File: src/rtl/counter_pkg.sv
// counter_pkg: shared types and helpers for the modulo-N counter family.
//   state_t : RUN (counting allowed) / HALT (one-shot terminal reached)
//   start() : value a clear puts the counter at for a given direction
package counter_pkg;

    typedef enum logic {
        RUN  = 1'b0,
        HALT = 1'b1
    } state_t;

    // Counting up starts at 0, counting down starts at N-1.
    function automatic int start(input logic up, input int n);
        return up ? 0 : n - 1;
    endfunction

endpackage

File: src/rtl/counter_mod_next.sv
// counter_mod_next: purely combinational step calculator for one modulo-N stage.
//   q       : current count (0..N-1)
//   up      : 1 = increment, 0 = decrement
//   en, cin : enable and cascade carry-in; a step needs both
//   run     : stage is in RUN (not halted)
//   oneshot : 1 = hold at terminal instead of wrapping
//   nxt     : value q takes if this cycle steps
//   term    : q sits at the terminal value for the current direction
//   step    : this edge advances the counter
//   c       : carry/borrow-out, high only on the edge that wraps or halts
module counter_mod_next #(
    parameter int N = 12,
    parameter int W = $clog2(N)
) (
    input  logic [W-1:0] q,
    input  logic         up,
    input  logic         en,
    input  logic         cin,
    input  logic         run,
    input  logic         oneshot,
    output logic [W-1:0] nxt,
    output logic         term,
    output logic         step,
    output logic         c
);

    localparam logic [W-1:0] QMAX = W'(N - 1);

    // Terminal detection by compare, so it never depends on adder carry.
    assign term = up ? (q == QMAX) : (q == '0);
    assign step = en & cin & run;
    assign c    = step & term;

    // Away from the terminal, q+1 <= N-1 and q-1 >= 0, so W bits never overflow.
    always_comb begin
        nxt = q;
        if (!term)
            nxt = up ? q + W'(1) : q - W'(1);
        else if (!oneshot)
            nxt = up ? '0 : QMAX;
    end

endmodule

File: src/rtl/counter_mod_ctrl.sv
// counter_mod_ctrl: modulo-N up/down counter, loadable, cascadable, with
// one-shot (stop-at-terminal) mode and out-of-range load detection.
//   clk, rstn : clock (rising edge), asynchronous active-low reset
//   en, cin   : count enable and cascade carry-in
//   up        : direction, 1 = increment
//   oneshot   : 1 = halt at terminal count instead of wrapping
//   clr       : synchronous clear to start value (highest priority)
//   load, d   : synchronous load; d >= N loads N-1 and flags err
//   q         : registered count
//   c         : combinational carry/borrow-out for chaining
//   done      : registered, high while halted in one-shot mode
//   err       : registered one-cycle pulse after an out-of-range load
module counter_mod_ctrl
    import counter_pkg::*;
#(
    parameter int N = 12,
    parameter int W = $clog2(N)
) (
    input  logic         clk,
    input  logic         rstn,
    input  logic         en,
    input  logic         cin,
    input  logic         up,
    input  logic         oneshot,
    input  logic         clr,
    input  logic         load,
    input  logic [W-1:0] d,
    output logic [W-1:0] q,
    output logic         c,
    output logic         done,
    output logic         err
);

    localparam logic [W-1:0] QMAX = W'(N - 1);
    // One extra bit so N itself is representable for the range check.
    localparam logic [W:0]   NLIM = (W + 1)'(N);

    state_t       state, state_d;
    logic [W-1:0] q_d, nxt;
    logic         err_d, term, step;

    counter_mod_next #(.N(N), .W(W)) u_next (
        .q       (q),
        .up      (up),
        .en      (en),
        .cin     (cin),
        .run     (state == RUN),
        .oneshot (oneshot),
        .nxt     (nxt),
        .term    (term),
        .step    (step),
        .c       (c)
    );

    // State and datapath registers.
    always_ff @(posedge clk or negedge rstn) begin
        if (!rstn) begin
            state <= RUN;
            q     <= '0;
            err   <= 1'b0;
        end else begin
            state <= state_d;
            q     <= q_d;
            err   <= err_d;
        end
    end

    // Next-state: clr > load > step > hold. err defaults low so it pulses.
    always_comb begin
        state_d = state;
        q_d     = q;
        err_d   = 1'b0;
        if (clr) begin
            q_d     = W'(start(up, N));
            state_d = RUN;
        end else if (load) begin
            state_d = RUN;
            if ({1'b0, d} < NLIM) begin
                q_d = d;
            end else begin
                q_d   = QMAX;
                err_d = 1'b1;
            end
        end else if (step) begin
            q_d = nxt;
            if (term && oneshot)
                state_d = HALT;
        end
    end

    // Outputs derived from state; done is registered because state is.
    always_comb begin
        done = (state == HALT);
    end

endmodule

File: config.mk
export PLATFORM = sky130hd
export DESIGN_NAME = counter_mod_ctrl
export DESIGN_NICKNAME = d
export VERILOG_FILES = /design/src/rtl/counter_pkg.sv /design/src/rtl/counter_mod_next.sv /design/src/rtl/counter_mod_ctrl.sv
export SDC_FILE = /design/constraint.sdc
export NUM_CORES = 1
export LEC_CHECK = 0
export ABC_AREA = 1
export BUFFER_PORTS_ARGS = -buffer_cell sky130_fd_sc_hd__buf_4
export CAP_MARGIN = 5
export CORE_AREA = 2 2 39 41
export CTS_BUF_LIST = sky130_fd_sc_hd__clkbuf_8
export CTS_CLUSTER_SIZE = 12
export DETAILED_ROUTE_END_ITERATION = 8
export DIE_AREA = 0 0 41 43
export SYNTH_ARGS = -nofsm -noshare
export SYNTH_HDL_FRONTEND = slang
export SYNTH_SLANG_ARGS = --single-unit
File: constraint.sdc
create_clock -name clk -period 4.15 [get_ports clk]
set_input_delay 1.245 -clock clk [delete_from_list [all_inputs] [get_ports clk]]
set_output_delay 1.245 -clock clk [all_outputs]
set_load 0.02 [all_outputs]
==> impl_metrics.tcl <==
set metrics [dict create \
    skew_ps 4.869 \
    min-delay-path-class "reg2reg" \
    max_stage_delay_ps 160 \
    critPathBufInv 2 \
    pwr_density_cell_nw_per_um2 350.2 \
    cts_sinks 6 \
    cp_slowest_cell "buf_4" \
    grt_pass1_wl_um 1835 \
    grt_max_degree 10 \
    fmax_ghz 0.3126 \
    crit_chain "buf_4, nor2_1, nand3_2, a21oi_1, buf_4" \
    totalPowerFinal_mw 0.2454 \
    worst_slack_ps 951.1 \
    die-area_sq_um 1763 \
    die_h_um 43 \
    period_minus_slack_ps 3199 \
    final_cells 110 \
    drtPass1Iterations 4 \
    drtIter0Drc 10 \
    cts_buffers 3 \
    place_congestion 0.7973 \
    start_util_pct 36.44 \
    ys_ff_latch 6 \
    post_cts_buffers 0 \
    syn_nets 88 \
    cts_tree "done" \
    rows 14 \
    yosysTopAreaCell "dfrtp_1" \
    root_buffer "clkbuf_8" \
    io_pins 19 \
    setup_viol 0 \
    finalCritPeriodShare_pct 77.08 \
    fin_setup_tns_ps 0 \
    synthCells 73 \
    p_leak_nw 0.3721 \
    cts_buffer_depth 2 \
    wl_per_cell_um 10.12 \
    fin_nets 111 \
    cp.required_ps 2900 \
    core_sq_um 1384 \
    syn_area_sq_um 504.2 \
    ys_seq_area_share_pct 29.78 \
    synth_cell_type_count 21 \
    rsz0062_at_grt "no" \
    antenna_found_initial 0 \
    slew_violations 0 \
    hold_buffers 0 \
    finalHoldViolCount 0 \
    synth_area_leaders "dfrtp_1 30%, nand2_1 11%, nor2_1 9.7%" \
    dp_hpwl_um 972.6 \
    grt_pass1_vias 488 \
    ant_nets 0 \
    holdWs_ps 530.9 \
    arrival_ps 1950 \
    globalRouteOverflowTotal 0 \
    drc_errors 0 \
    num_vias 532 \
    max_slew_margin_pct 83.63 \
    clk_latency_ps 220 \
    endpoint_kind "output port" \
    dp_slack_ps 946.6 \
    clk_pin_slew_ps 40 \
    path_class "in2out" \
    cts_resized 0 \
    outcome "finished, final reports clean" \
    diodes 0 \
    synth_top_area_share_pct 29.78 \
    die_x_um 41 \
    dp_cells 107 \
    irDropWorstVdd_mv 0.2344 \
    drive_above_1_share_pct 35.11 \
    grt_usage_pct 15.70 \
    routed_via_density 4.836 \
    routed_wl_um 1113 \
    critPathMaxFanout 4 \
    cpMostUsedCell "buf_4" \
    htreeDepth 1 \
    yosysWarnings 0 \
    numPortBuffers 18 \
    syn_to_final_growth_pct 38.96 \
    worst_pin_slew_ps 245.5 \
    cap_violations 0 \
    avgSynthCellArea_sq_um 6.907 \
    critPathTopFamily "buffers and inverters" \
    start_kind "primary input" \
]
## cell usage in the layout (no fill, tap or decap), types with 3 or more instances in the layout
master,Yosys,routed
a21oi_1,6,6
buf_4,0,18
clkbuf_8,0,3
dfrtp_1,6,6
inv_1,6,6
nand2_1,15,15
nand2_2,3,3
nand3_1,5,5
nor2_1,13,13
nor2_2,3,3
## power by group
part | switching [mW] | internal, mW
Clock | 0.0246 | 0.0623
Sequential | 0.00924 | 0.0649
Combinational | 0.0472 | 0.0371
## state kept, by name, summed over array words and instances (netlist names)
signal / flops
done: 1
err: 1
q: 4
## cell type report
cell class              instances  area [sq um]
well taps                      16         20.02
clock buffers                   3         41.29
multi-input cells              58         317.8
flip-flops and latches          6         150.1
fillers                       160         683.2
inverters                       9         36.28
repair buffers                 18         135.1
## synth_stat cells
library cell  instances
ha_1                  2
nand2_1              15
nor3_1                1
a21oi_2               1
a22oi_1               1
nand3_2               2
a21oi_1               6
nand3_1               5
fa_1                  1
inv_1                 6
inv_4                 1
dfrtp_1               6
o21ai_0               1
nand3b_1              1
nor2_1               13
o21ai_1               1
xor2_1                1
nor2_2                3
inv_2                 2
nand2_2               3
o21a_1                1
## routing by layer
metal | up-vias | global-route usage, % | wire length [um]
met4 | 0 | 9.333 | 17
met2 | 15 | 20.63 | 540
met1 | 240 | 21.85 | 481
met5 | - | 0 | 0
li1 | 275 | - | -
met3 | 2 | 4.712 | 73
## metrics by stage
step | utilization (%) | cell area [sq um]
6_report | 50.63 | 700.7
4_1_cts | 50.63 | 700.7
2_1_floorplan | - | 504.2
3_5_place_dp | 47.65 | 659.4
3_3_place_gp | 47.65 | 659.4
5_1_grt | 50.63 | 700.7
## path summary, 6_finish.rpt
path	end	from	slack, ps	cells past startpoint
worst max-delay path	c	up	950	5
worst min-delay path	done	done	530	1
worst max register to register	q[2]	q[0]	2720	6
worst min register to register	done	done	530	1
max in group asynchronous	q[1]	rstn	3210	1
min in group asynchronous	err	rstn	820	1
## kinds of logic (layout without fill, tap and decap cells)
group | after synthesis | count (layout) | synth area share, %
AND/OR/NAND/NOR | 43 | 43 | 39.70
buffers and inverters | 9 | 30 | 7.197
adder cells (fa/ha/maj) | 3 | 3 | 8.932
flip-flops | 6 | 6 | 29.78
AO/OA/AOI/OAI | 11 | 11 | 12.65
XOR/XNOR | 1 | 1 | 1.737
No activity file was read; power rests on OpenSTA's default activity.
